### config.mk
export PLATFORM = sky130hd
export DESIGN_NAME = if_stage_pipe
export DESIGN_NICKNAME = d
export VERILOG_FILES = /design/src/rtl/core_pkg.sv /design/src/rtl/fetch_fifo.sv /design/src/rtl/if_stage_pipe.sv
export SDC_FILE = /design/constraint.sdc
export NUM_CORES = 1
export LEC_CHECK = 0
export BUFFER_PORTS_ARGS = -buffer_cell sky130_fd_sc_hd__buf_2
export CAP_MARGIN = 20
export CORE_UTILIZATION = 55
export DETAILED_ROUTE_END_ITERATION = 6
export PLACE_DENSITY_LB_ADDON = 0.3
export SLEW_MARGIN = 10
export SYNTH_ARGS = -nofsm -noshare
export SYNTH_HDL_FRONTEND = slang
export SYNTH_HIERARCHICAL = 1
export SYNTH_SLANG_ARGS = --single-unit
### constraint.sdc
create_clock -name clk -period 7.6 [get_ports clk]
set_clock_uncertainty 0.05 [all_clocks]
set_input_delay 0.38 -clock clk [delete_from_list [all_inputs] [get_ports clk]]
set_output_delay 0.38 -clock clk [all_outputs]
set_load 0.02 [all_outputs]
### src/rtl/core_pkg.sv
// Shared fetch-stage types and constants for the pipelined RISC-V core.
// No logic of its own; zero latency.
// No flow control here; consumers own their handshakes.
package core_pkg;

  localparam int unsigned XLEN   = 32;
  localparam int unsigned ILEN   = 32;
  localparam int unsigned PC_INC = 4;

  typedef enum logic [1:0] {
    BOOT = 2'd0,
    RUN  = 2'd1,
    ERR  = 2'd2
  } fetch_state_e;

  // A fetch target is usable only when it is word aligned.
  function automatic logic is_aligned(input logic [1:0] lsb);
    return lsb == 2'b00;
  endfunction

endpackage

### src/rtl/fetch_fifo.sv
// Synchronous FIFO holding {pc, instr} fetch entries, with flush and fill count.
// Push to head visibility: 1 cycle; head is read combinationally (zero-latency pop).
// Push and pop may coincide at any level, including full; flush wins over both.
module fetch_fifo #(
  parameter int unsigned WIDTH = 64,
  parameter int unsigned DEPTH = 2
) (
  input  logic                       clk_i,
  input  logic                       rst_ni,
  input  logic                       push_i,
  input  logic [WIDTH-1:0]           push_data_i,
  input  logic                       pop_i,
  input  logic                       flush_i,
  output logic                       empty_o,
  output logic [$clog2(DEPTH):0]     count_o,
  output logic [WIDTH-1:0]           head_o
);

  localparam int unsigned AW = $clog2(DEPTH);
  localparam int unsigned CW = AW + 1;

  logic [WIDTH-1:0] mem_q [DEPTH];
  logic [AW-1:0]    wr_ptr_q, wr_ptr_d;
  logic [AW-1:0]    rd_ptr_q, rd_ptr_d;
  logic [CW-1:0]    cnt_q, cnt_d;
  logic             full;
  logic             do_push;
  logic             do_pop;

  assign full    = (cnt_q == CW'(DEPTH));
  assign empty_o = (cnt_q == '0);
  assign count_o = cnt_q;
  assign head_o  = mem_q[rd_ptr_q];

  // A pop frees the head slot this cycle, so a push into a full FIFO is safe then.
  assign do_push = push_i && (!full || pop_i);
  assign do_pop  = pop_i && !empty_o;

  // Pointer and count next-state; flush returns everything to empty.
  always_comb begin
    wr_ptr_d = wr_ptr_q;
    rd_ptr_d = rd_ptr_q;
    cnt_d    = cnt_q;
    if (flush_i) begin
      wr_ptr_d = '0;
      rd_ptr_d = '0;
      cnt_d    = '0;
    end else begin
      if (do_push) wr_ptr_d = wr_ptr_q + AW'(1);
      if (do_pop)  rd_ptr_d = rd_ptr_q + AW'(1);
      if (do_push && !do_pop) cnt_d = cnt_q + CW'(1);
      if (!do_push && do_pop) cnt_d = cnt_q - CW'(1);
    end
  end

  // Pointer and count registers.
  always_ff @(posedge clk_i or negedge rst_ni) begin
    if (!rst_ni) begin
      wr_ptr_q <= '0;
      rd_ptr_q <= '0;
      cnt_q    <= '0;
    end else begin
      wr_ptr_q <= wr_ptr_d;
      rd_ptr_q <= rd_ptr_d;
      cnt_q    <= cnt_d;
    end
  end

  // Entry storage; contents are never observed while the FIFO is empty.
  always_ff @(posedge clk_i) begin
    if (do_push && !flush_i) mem_q[wr_ptr_q] <= push_data_i;
  end

endmodule

### src/rtl/if_stage_pipe.sv
// Decoupled instruction fetch: PC, imem request issue, response buffering to decode.
// Request issues from the current PC; response reaches id_valid 1 cycle later.
// Credit-limited issue (in-flight + buffered <= FIFO_DEPTH); decode stalls via id_ready.
module if_stage_pipe #(
  parameter int unsigned     XLEN         = core_pkg::XLEN,
  parameter int unsigned     ILEN         = core_pkg::ILEN,
  parameter int unsigned     FIFO_DEPTH   = 2,
  parameter logic [XLEN-1:0] RESET_VECTOR = '0
) (
  input  logic            clk,
  input  logic            reset,
  input  logic            redirect_valid,
  input  logic [XLEN-1:0] redirect_target,
  output logic            imem_req_valid,
  input  logic            imem_req_ready,
  output logic [XLEN-1:0] imem_req_addr,
  input  logic            imem_rsp_valid,
  input  logic [ILEN-1:0] imem_rsp_data,
  output logic            id_valid,
  input  logic            id_ready,
  output logic [ILEN-1:0] id_instr,
  output logic [XLEN-1:0] id_pc,
  output logic [XLEN-1:0] id_pc_plus4,
  output logic            misaligned_err
);

  import core_pkg::*;

  localparam int unsigned CW = $clog2(FIFO_DEPTH) + 1;
  localparam int unsigned FW = XLEN + ILEN;

  fetch_state_e    state_q, state_d;
  logic [XLEN-1:0] pc_q, pc_d;
  logic [XLEN-1:0] rsp_pc_q, rsp_pc_d;
  logic [CW-1:0]   inflight_q, inflight_d;
  logic [CW-1:0]   drop_q, drop_d;
  logic            err_q, err_d;

  logic [CW-1:0]   fifo_count;
  logic            fifo_empty;
  logic [FW-1:0]   fifo_head;
  logic            fifo_push;
  logic            fifo_pop;

  logic            credit_ok;
  logic            req_hs;
  logic            redirect_eff;
  logic            rsp_drop;
  logic [XLEN-1:0] head_pc;
  logic [ILEN-1:0] head_instr;

  // Every issued request owns a buffer slot until decode pops it, so a
  // returning response can never find the FIFO full.
  assign credit_ok    = ({1'b0, inflight_q} + {1'b0, fifo_count}) < (CW + 1)'(FIFO_DEPTH);
  assign req_hs       = imem_req_valid && imem_req_ready;
  assign redirect_eff = redirect_valid && (state_q != BOOT);
  assign rsp_drop     = (drop_q != '0);

  // A response arriving with a redirect belongs to the old stream and is dropped.
  assign fifo_push = imem_rsp_valid && !rsp_drop && !redirect_eff && (state_q == RUN);
  assign fifo_pop  = id_valid && id_ready;

  assign imem_req_valid = (state_q == RUN) && credit_ok;
  assign imem_req_addr  = pc_q;
  assign misaligned_err = err_q;

  assign head_pc    = fifo_head[FW-1:ILEN];
  assign head_instr = fifo_head[ILEN-1:0];

  // Head outputs read as zero while the buffer is empty.
  assign id_valid    = !fifo_empty;
  assign id_instr    = id_valid ? head_instr : '0;
  assign id_pc       = id_valid ? head_pc : '0;
  assign id_pc_plus4 = id_valid ? (head_pc + XLEN'(PC_INC)) : '0;

  fetch_fifo #(
    .WIDTH (FW),
    .DEPTH (FIFO_DEPTH)
  ) u_fetch_fifo (
    .clk_i       (clk),
    .rst_ni      (reset),
    .push_i      (fifo_push),
    .push_data_i ({rsp_pc_q, imem_rsp_data}),
    .pop_i       (fifo_pop),
    .flush_i     (redirect_eff),
    .empty_o     (fifo_empty),
    .count_o     (fifo_count),
    .head_o      (fifo_head)
  );

  // Next-state for the FSM, PC, response-PC tag and the credit/drop counters.
  always_comb begin
    state_d    = state_q;
    pc_d       = pc_q;
    rsp_pc_d   = rsp_pc_q;
    err_d      = err_q;
    drop_d     = drop_q;
    inflight_d = inflight_q;

    if (req_hs)         inflight_d = inflight_d + CW'(1);
    if (imem_rsp_valid) inflight_d = inflight_d - CW'(1);

    if (req_hs) pc_d = pc_q + XLEN'(PC_INC);

    if (imem_rsp_valid && rsp_drop) drop_d = drop_q - CW'(1);

    // Responses return in order and requests walk the PC by 4, so the PC of
    // the next kept response is simply tracked by counting kept responses.
    if (fifo_push) rsp_pc_d = rsp_pc_q + XLEN'(PC_INC);

    unique case (state_q)
      BOOT: state_d = RUN;
      RUN, ERR: begin
        if (redirect_eff) begin
          // Everything still outstanding after this edge is stale, including
          // a request accepted right now; a response arriving now is dropped.
          drop_d   = inflight_d;
          pc_d     = redirect_target;
          rsp_pc_d = redirect_target;
          if (is_aligned(redirect_target[1:0])) begin
            state_d = RUN;
            err_d   = 1'b0;
          end else begin
            state_d = ERR;
            err_d   = 1'b1;
          end
        end
      end
      default: state_d = BOOT;
    endcase
  end

  // State registers; reset returns to BOOT at the reset vector with nothing outstanding.
  always_ff @(posedge clk or negedge reset) begin
    if (!reset) begin
      state_q    <= BOOT;
      pc_q       <= RESET_VECTOR;
      rsp_pc_q   <= RESET_VECTOR;
      inflight_q <= '0;
      drop_q     <= '0;
      err_q      <= 1'b0;
    end else begin
      state_q    <= state_d;
      pc_q       <= pc_d;
      rsp_pc_q   <= rsp_pc_d;
      inflight_q <= inflight_d;
      drop_q     <= drop_d;
      err_q      <= err_d;
    end
  end

endmodule

# Word level (Yosys, flattened, before mapping)
# Memory sizes are Yosys's and may differ from the RTL's.
# Cells that the tools add are included.
[op_classes] addsub=11 n_lt_le_gt_ge=1 eq_ne=4 mux=27 reduce_logical=30
[op_table] operator="32-bit two-way mux" count=9
[op_table] operator="32-bit by 3-bit adder with 32-bit output (second input constant)" count=3
[op_table] operator="2-bit two-way mux" count=10
[op_table] operator="1-bit logical AND" count=13
[op_table] operator="2-bit nonzero test" count=4
[op_table] operator="1-bit two-way mux" count=7
[op_table] operator="1-bit logical NOT" count=6
[op_table] operator="2-bit logical NOT" count=3
[op_table] operator="2-bit by 1-bit subtractor with 2-bit output (second input constant)" count=3
[op_table] operator="2-bit by 1-bit adder with 2-bit output (second input constant)" count=2
[op_table] operator="2-bit equality test (second input constant)" count=2
[op_table] operator="2-bit one-hot mux with 2 select lines" count=1
[op_table] operator="2-bit by 2-bit adder with 3-bit output" count=1
[op_table] operator="3-bit by 2-bit less-than comparator with 1-bit output (second input constant)" count=1
[op_table] operator="3-bit nonzero test" count=1
[op_table] operator="1-bit adder (second input constant)" count=2
[op_table] operator="2-bit by 1-bit equality test with 1-bit output (second input constant)" count=1
[op_table] operator="2-bit by 1-bit inequality test with 1-bit output (second input constant)" count=1
[op_table] operator="2-bit AND reduction" count=1
[op_table] operator="2-bit OR reduction" count=1
[op_table] operator="1-bit logical OR" count=1
[totals] register_bits=75 ram_bits=128 input_bits=70 out_inout_bits=131 mem_count=1
[memory_table] name="u_fetch_fifo.mem_q" words=2 word_bits=64 rd=1 rd_clocked_by_memory_dff=0 write_ports=1 line="fetch_fifo.sv:22" rtl="logic [WIDTH-1:0] mem_q [DEPTH];"

# Logic depth before layout (Yosys ltp)
# Gate-level depths: netlist of run 1.
[logic_depth] depth_word=10 ltp_mapped=9 mapped_depth_nobuf=8

# Cells and area by module
# The synthesis of run 1 kept the hierarchy.
[modules_own_cells] module="if_stage_pipe" n_inst=1 cells_each=612 area_per_inst_um2=4933.5
[modules_own_cells] module="fetch_fifo" n_inst=1 cells_each=224 area_per_inst_um2=4879.7

# Worst setup path before layout of run 1
# Ideal clock, no wire load.
[synth_path] kind="flip-flop to flip-flop" from="reg u_fetch_fifo.cnt_q[1] (netlist: u_fetch_fifo/count_o[1])" to="mem u_fetch_fifo.mem_q[1][0] (enable)" setup_time_ps=578 t_arrival_ps=6050 path_slack_ps=922 stages_incl_launch_ff=7 n_path_buf=1 synth_period_minus_slack_ps=6678 cell_sequence="dfrtp_1 > nor2_1 > clkbuf_1 > nor2b_1 > nand2b_1 > o21ai_2 > nor3b_1"
[synth_via] elab_chain_cells=8
[synth_rtl] element="start: declaration" line="fetch_fifo.sv:25" rtl="logic [CW-1:0] cnt_q, cnt_d;"
[synth_rtl] element="start signal: assignment" line="fetch_fifo.sv:65" rtl="cnt_q <= cnt_d;"
[synth_rtl] element="2-bit logical NOT" line="fetch_fifo.sv:31" rtl="assign empty_o = (cnt_q == '0);"
[synth_rtl] element="net fifo_empty" line="if_stage_pipe.sv:40" rtl="logic fifo_empty;"
[synth_rtl] element="1-bit logical NOT" line="if_stage_pipe.sv:71" rtl="assign id_valid = !fifo_empty;"
[synth_rtl] element="1-bit logical AND" line="if_stage_pipe.sv:61" rtl="assign fifo_pop = id_valid && id_ready;"
[synth_rtl] element="net fifo_pop" line="if_stage_pipe.sv:43" rtl="logic fifo_pop;"
[synth_rtl] element="1-bit logical OR" line="fetch_fifo.sv:36" rtl="assign do_push = push_i && (!full || pop_i);"
[synth_rtl] element="1-bit logical AND" line="fetch_fifo.sv:36"
[synth_rtl] element="1-bit logical AND" line="fetch_fifo.sv:71" rtl="if (do_push && !flush_i) mem_q[wr_ptr_q] <= push_data_i;"
[synth_rtl] element="1-bit two-way mux" line="fetch_fifo.sv:71"
[synth_rtl] element="1-bit two-way mux (not written as such)" line="fetch_fifo.sv:71"
[synth_rtl] element="end: declaration" line="fetch_fifo.sv:22"
# The timed path passes the listed nets, and every way through them passes these cells.

# Final worst setup path of run 1
[layout_path] from="reg u_fetch_fifo.rd_ptr_q" to="out id_pc_plus4[31]"
[layout_via] elab_chain_cells=3
[layout_rtl] element="start: declaration" line="fetch_fifo.sv:24" rtl="logic [AW-1:0] rd_ptr_q, rd_ptr_d;"
[layout_rtl] element="start signal: assignment" line="fetch_fifo.sv:64" rtl="rd_ptr_q <= rd_ptr_d;"
[layout_rtl] element="memory 2 x 64 bit"
[layout_rtl] element="net fifo_head[48]" line="if_stage_pipe.sv:41" rtl="logic [FW-1:0] fifo_head;"
[layout_rtl] element="32-bit by 3-bit adder with 32-bit output" line="if_stage_pipe.sv:74" rtl="assign id_pc_plus4 = id_valid ? (head_pc + XLEN'(PC_INC)) : '0;"
[layout_rtl] element="32-bit two-way mux" line="if_stage_pipe.sv:74"
[layout_rtl] element="end: declaration" line="if_stage_pipe.sv:23" rtl="output logic [XLEN-1:0] id_pc_plus4,"
# The timed path passes the listed nets, and every way through them passes these cells.

==> impl_metrics.toml, run 1 <==
[drt]
vias_per_cell = 5.58
vias = 7100
first_pass_iters = 5
routed_wl_mm = 21.7
ant_nets = 0
drc = 0
drt_iter0_markers = 673
wire_per_inst_um = 17.1

[clock_network]
htreeDepth = 1
clockBufferDepth = 3
clkLatencyLatePin_ps = 500
cts-resized-gates = 0
cts_setup_buffers = 0
cts.sinks = 201
cts_inserted_buffers = 22
cts_hold_buf = 0
cts_tree = "done"
clk_pin_slew_ps = 60
cts-root-buf = "clkbuf_16"

[sta]
finalCritPeriodShare_pct = 55.6
setup_tns_ps = 0
fin_ws_ps = 3370
grt_setup_unrepaired = "no"
fmax_mhz = 237
setup_violations = 0
slew_violations = 0
min_period_ps = 4230
finalHoldViolCount = 0
worst_slew_pin_slew_ps = 1050
relSlewSlack_pct = 29.7

[global_route]
antenna_found_initial = 0
gr-total-overflow = 0
grt_max_degree = 77
grt_pass1_wl_mm = 33.9
grt_usage_pct = 23.5
grt_pass1_vias = 6604

[setup_path]
critPathMaxFanout = 45
required_ps = 7170
critPathLaunchType = "register"
worst-path-buf-inv = 2
cp_common_cell = "and3_1"
slowest_stage = "dfrtp_2"
max_stage_delay_ps = 1050
crit_arrival_ps = 3800
endpoint_kind = "output pin"
path_class = "register to output pin"
path_cells = "buf_4 -> mux2_2 -> and3_1 -> and3_1 -> nand3_1 -> or4_1 -> nand2_1 -> buf_2"
critPathTopFamily = "simple AND/OR/NAND/NOR gates"

[power_and_ir_drop]
p_total_w = 0.00429
power_density_nw_per_um2 = 367
p_leak_nw = 4.58
ir_drop_mv = 0.281

[synth]
synth_area_um2 = 9810
yosys_warnings = 6
async_flop_share_pct = 36.3
synth_cell_types = 52
synth_flop_cell = "edfxtp_1"
synth_edf_count = 128
synth_seq_cells = 201
synthCells = 836
synth_top_area_cell = "edfxtp_1"
synth_top_area_share_pct = 39.2
avgSynthCellArea_um2 = 11.7
ys_seq_area_share_pct = 57.8
netlist_top_cells_area = "edfxtp_1 39%, dfrtp_1 19%, mux2_2 4.6%"
syn_nets = 914

[die]
dieArea_um2 = 18400
row_count = 48
ios = 201
die_h_um = 136
core_area_um2 = 17400
die_w_um = 136
start_util_pct = 56.5

[run_status]
outcome = "finished clean"

[placed_design]
place_hpwl_mm = 14.9
numPortBuffers = 200
place_ws_ps = 3900
globalplace.congestion = 0.898

[min_path]
hp-class = "input pin to register"

[final_layout]
nets = 1109
final_common_cell = "buf_2"
fillers = 1273
drive_gt1_share_pct = 28.7
syn2layout_area_growth_pct = 19.0
mostFrequentLayoutCells = "200 x buf_2, 128 x edfxtp_1, 72 x dfrtp_1, 67 x nor2_1, 67 x nor2b_1"
antenna_cells = 0
fin_util_pct = 67.3

[job]
timing.max_cap.violations = 0
## flip-flops by register name, indices dropped and copies added, names as in the netlist
register	cells
u_fetch_fifo/rd_ptr_q	1
u_fetch_fifo/mem_q	128
rsp_pc_q	31
inflight_q	2
state_q	2
u_fetch_fifo/count_o	2
u_fetch_fifo/wr_ptr_q	1
drop_q	2
misaligned_err	1
imem_req_addr	31
## worst register-to-register path, stage by stage (launching register included)
cell and delay (ps):
dfrtp_1 380, inv_1 100, ha_1 230, and3_1 300, nand2_1 140, inv_1 270
o21ai_2 150, nor3b_2 400, buf_4 740
## cell families after synthesis
logic type	Yosys count	share of synthesized area, %
simple gates	349	19.5
flops	201	57.8
compound gates	85	4.70
xor+xnor	75	6.69
mux	67	7.70
buf+inv	51	2.56
fa+ha+maj	8	1.10
## final timing paths
kind                                             from                         to  slack (ps)  cells after the start
worst min-delay path                imem_rsp_data[24]  u_fetch_fifo/mem_q[1][24]          30                      1
worst min register to register         misaligned_err             misaligned_err         440                      2
min in group asynchronous                       reset          imem_req_addr[30]          50                      2
max in group asynchronous                       reset      u_fetch_fifo/rd_ptr_q        6800                      2
worst max-delay path            u_fetch_fifo/rd_ptr_q            id_pc_plus4[31]        3370                      8
worst max register to register             state_q[1]  u_fetch_fifo/mem_q[1][25]        4440                      8
## metrics by stage
stage | hold WS [ps] | cells | area (µm²)
after floorplan | 34.4 | 836 | 9810
after global placement | 420 | 1232 | 11000
after detailed placement | 425 | 1232 | 11000
after CTS | 8.56 | 1272 | 11700
after global routing | 6.46 | 1272 | 11700
final | 26.2 | 1272 | 11700
## power by group
group | internal, W | switching [W]
Clock | 0.000609 | 0.000411
Sequential | 0.00144 | 0.000281
Combinational | 0.000577 | 0.000971
## per-layer routing
| metal | vias up | GRT usage [%] | wire (µm) |
|---|---|---|---|
| met2 | 298 | 36.6 | 9660 |
| met4 | 0 | 6.62 | 503 |
| met1 | 3361 | 33.3 | 9710 |
| li1 | 3399 | - | - |
| met5 | - | 0 | 0 |
| met3 | 42 | 4.79 | 1820 |
## Yosys cell counts (all sizes together), types with 7 or more instances
master	n
edfxtp	128
dfrtp	73
nor2	68
nor2b	68
mux2	65
nand2	59
a21oi	45
xor2	42
nand4	34
xnor2	33
nand3	31
o21ai	27
clkbuf	23
and3	17
buf	15
nor4	14
inv	13
and4	12
nor3	12
or3	10
and2	9
a31oi	7
ha	7
## area by class of cell
cell class | count | area [µm²] | share of cell area, %
Clock inverter | 8 | 70.1 | 0.600
Multi-Input combinational cell | 584 | 3910 | 33.5
Clock buffer | 32 | 629 | 5.39
Tap cell | 225 | 282 | 2.41
Timing Repair Buffer | 209 | 1070 | 9.15
Sequential cell | 201 | 5670 | 48.6
Inverter | 13 | 48.8 | 0.418
Note: power is estimated with default switching activity, not from simulation.
==> inputs of run 2 (changes only) <==
- CORE_UTILIZATION: 55 -> 50
- clock period: 7.6 -> 3.4 ns (I/O delays scaled with it)
==> run 2 against run 1 <==
Against the previous run: combinational power increased by 130%; sequential share of layout area is 3.4 points lower; worst setup slack lost 3200 ps; sequential power is 120% higher; via count increased by 4.2%; flip-flop and latch count unchanged; routed wire length increased by 8.2%; global-route usage down 0.30 points; clock-buffer cell count decreased by 1; clock power up 130%.
==> impl_metrics.toml, run 2 (synthesis results as in run 1) <==
[run_status]
outcome = "finished clean"

[sta]
worst_slew_pin_slew_ps = 689
fmax_mhz = 310
finalCritPeriodShare_pct = 94.9
slew_violations = 0
relSlewSlack_pct = 54.1
setup_tns_ps = 0
setup_violations = 0
hold_ws_ps = 79.3
grt_setup_unrepaired = "no"
finalHoldViolCount = 0
min_period_ps = 3230

[setup_path]
critPathTopFamily = "simple AND/OR/NAND/NOR gates"
rr_worst_depth = 7
path_depth = 8
endpoint_kind = "output pin"
critPathMaxFanout = 12
r2r_slack_ps = 600
cp_common_cell = "nand3_1"
critPathLaunch = "u_fetch_fifo/rd_ptr_q"
slowest_stage = "dfrtp_4"
crit_arrival_ps = 3010
worst-path-buf-inv = 2
path_cells = "buf_4 -> mux2_1 -> nand3_1 -> nor4_4 -> nand3_1 -> or4_1 -> nand2_1 -> buf_2"
crit_path_end = "id_pc_plus4[31]"
timing.rr.end = "imem_req_addr[31]"
path_class = "register to output pin"
reg2reg_from = "u_fetch_fifo/count_o[0]"
required_ps = 3180
critPathLaunchType = "register"
max_stage_delay_ps = 560

[die]
die_w_um = 142
dieArea_um2 = 20200
ios = 201
die_h_um = 142
core_area_um2 = 19000
row_count = 50
start_util_pct = 51.8

[placed_design]
globalplace.congestion = 0.871
place_hpwl_mm = 15.9
numPortBuffers = 200
dp.cells = 1276

[final_layout]
final_common_cell = "buf_2"
largest_reg_flops = 128
antenna_cells = 0
drive_gt1_share_pct = 28.0
fin_cells = 1384
mostFrequentLayoutCells = "200 x buf_2, 128 x edfxtp_1, 72 x dfrtp_1, 67 x nor2_1, 66 x nor2b_1"
regMostFlops = "u_fetch_fifo/mem_q"
syn2layout_area_growth_pct = 27.9
nets = 1186

[clock_network]
cts.sinks = 201
htreeDepth = 1
clkLatencyLatePin_ps = 500
cts_inserted_buffers = 22
clockBufferDepth = 3
clk_pin_slew_ps = 60
cts_tree = "done"
cts-root-buf = "clkbuf_16"

[power_and_ir_drop]
pwr-share-comb_pct = 36.9
p_sw_share_pct = 38.5
power.switching_w = 0.00379
p_leak_nw = 4.93
p_clk_share_pct = 24.0
p_int_w = 0.00604
p_seq_share_pct = 39.1
ir_drop_mv = 0.482
power_density_nw_per_um2 = 783

[drt]
vias = 7400
wire_per_inst_um = 17.0
drt_iter0_markers = 381
routed_wl_mm = 23.5
first_pass_iters = 5
drc = 0
ant_nets = 0
vias_per_cell = 5.35

[global_route]
grt_max_degree = 68
grt_usage_pct = 23.2
grt_pass1_wl_mm = 36.9
gr-total-overflow = 0
antenna_found_initial = 0
grt_pass1_vias = 7280

[min_path]
hp-class = "input pin to register"
hold_path_depth = 3

[job]
timing.max_cap.violations = 0
## run 2: changes by cell type in the layout (fill, tap and decap cells not counted), sizes merged
cell | previous run | this run
dlygate4sd3 | 0 | 65
buf | 209 | 220
bufinv | 1 | 2
clkinv | 5 | 4
inv | 13 | 14
## run 2: worst min-delay path: cells and delay by family
kind,cells,cell delay (ps)
compound gates,2,310
buf+inv,1,100
## run 2: timing repair
action,in CTS,in global routing
setup endpoints to repair,4,5
gates resized for setup,1,4
setup buffers,0,3
cloned,0,0
hold endpoints to repair,148,0
pin swaps,0,2
hold buffers,65,0
## run 2: final cells by class
type | count | area [µm²]
multi-input combinational | 584 | 3950
sequential | 201 | 5670
inverter | 13 | 48.8
timing repair buffer | 286 | 1830
fill | 1389 | 6400
clock inverter | 9 | 103
clock buffer | 31 | 626
tap | 260 | 325
## run 2: how the worst min path moves through the flow
stage              startpoint  slack, ps                 endpoint
3_3_place_gp            reset        130        imem_req_addr[25]
2_1_floorplan           reset       -180                drop_q[0]
3_5_place_dp            reset        130        imem_req_addr[25]
5_1_grt              id_ready         80  u_fetch_fifo/count_o[0]
6_report       redirect_valid         80               state_q[0]
4_1_cts              id_ready         60  u_fetch_fifo/count_o[0]
## run 2: power groups by stage
stage | Combinational [W] | Clock (W) | Sequential, W
finish | 0.00363 | 0.00236 | 0.00384
global route | 0.00397 | 0.00249 | 0.00392
CTS | 0.00362 | 0.00241 | 0.00383
detailed placement | 0.00354 | 0 | 0.00387
global placement | 0.00347 | 0 | 0.00384
floorplan | 0.00233 | 0 | 0.00389
## run 2: through the flow
stage	total power, W	instance area, µm²	utilization, %	setup slack, ps
2_1_floorplan	0.00623	9850	-	8.43
6_report	0.00983	12600	66.2	174
3_5_place_dp	0.00741	11100	58.7	472
5_1_grt	0.0104	12600	66.2	17.1
4_1_cts	0.00986	12500	66.0	10.9
3_3_place_gp	0.00732	11100	58.7	544
## run 2: routing by layer
metal,GRT usage (%),wire length [µm],share of wire [%],vias up
li1,-,-,-,3548
met1,32.2,10600,45,3521
met2,38.0,10900,46,300
met3,3.63,1630,6.9,31
met4,6.00,405,1.7,0
met5,0,0,0,-
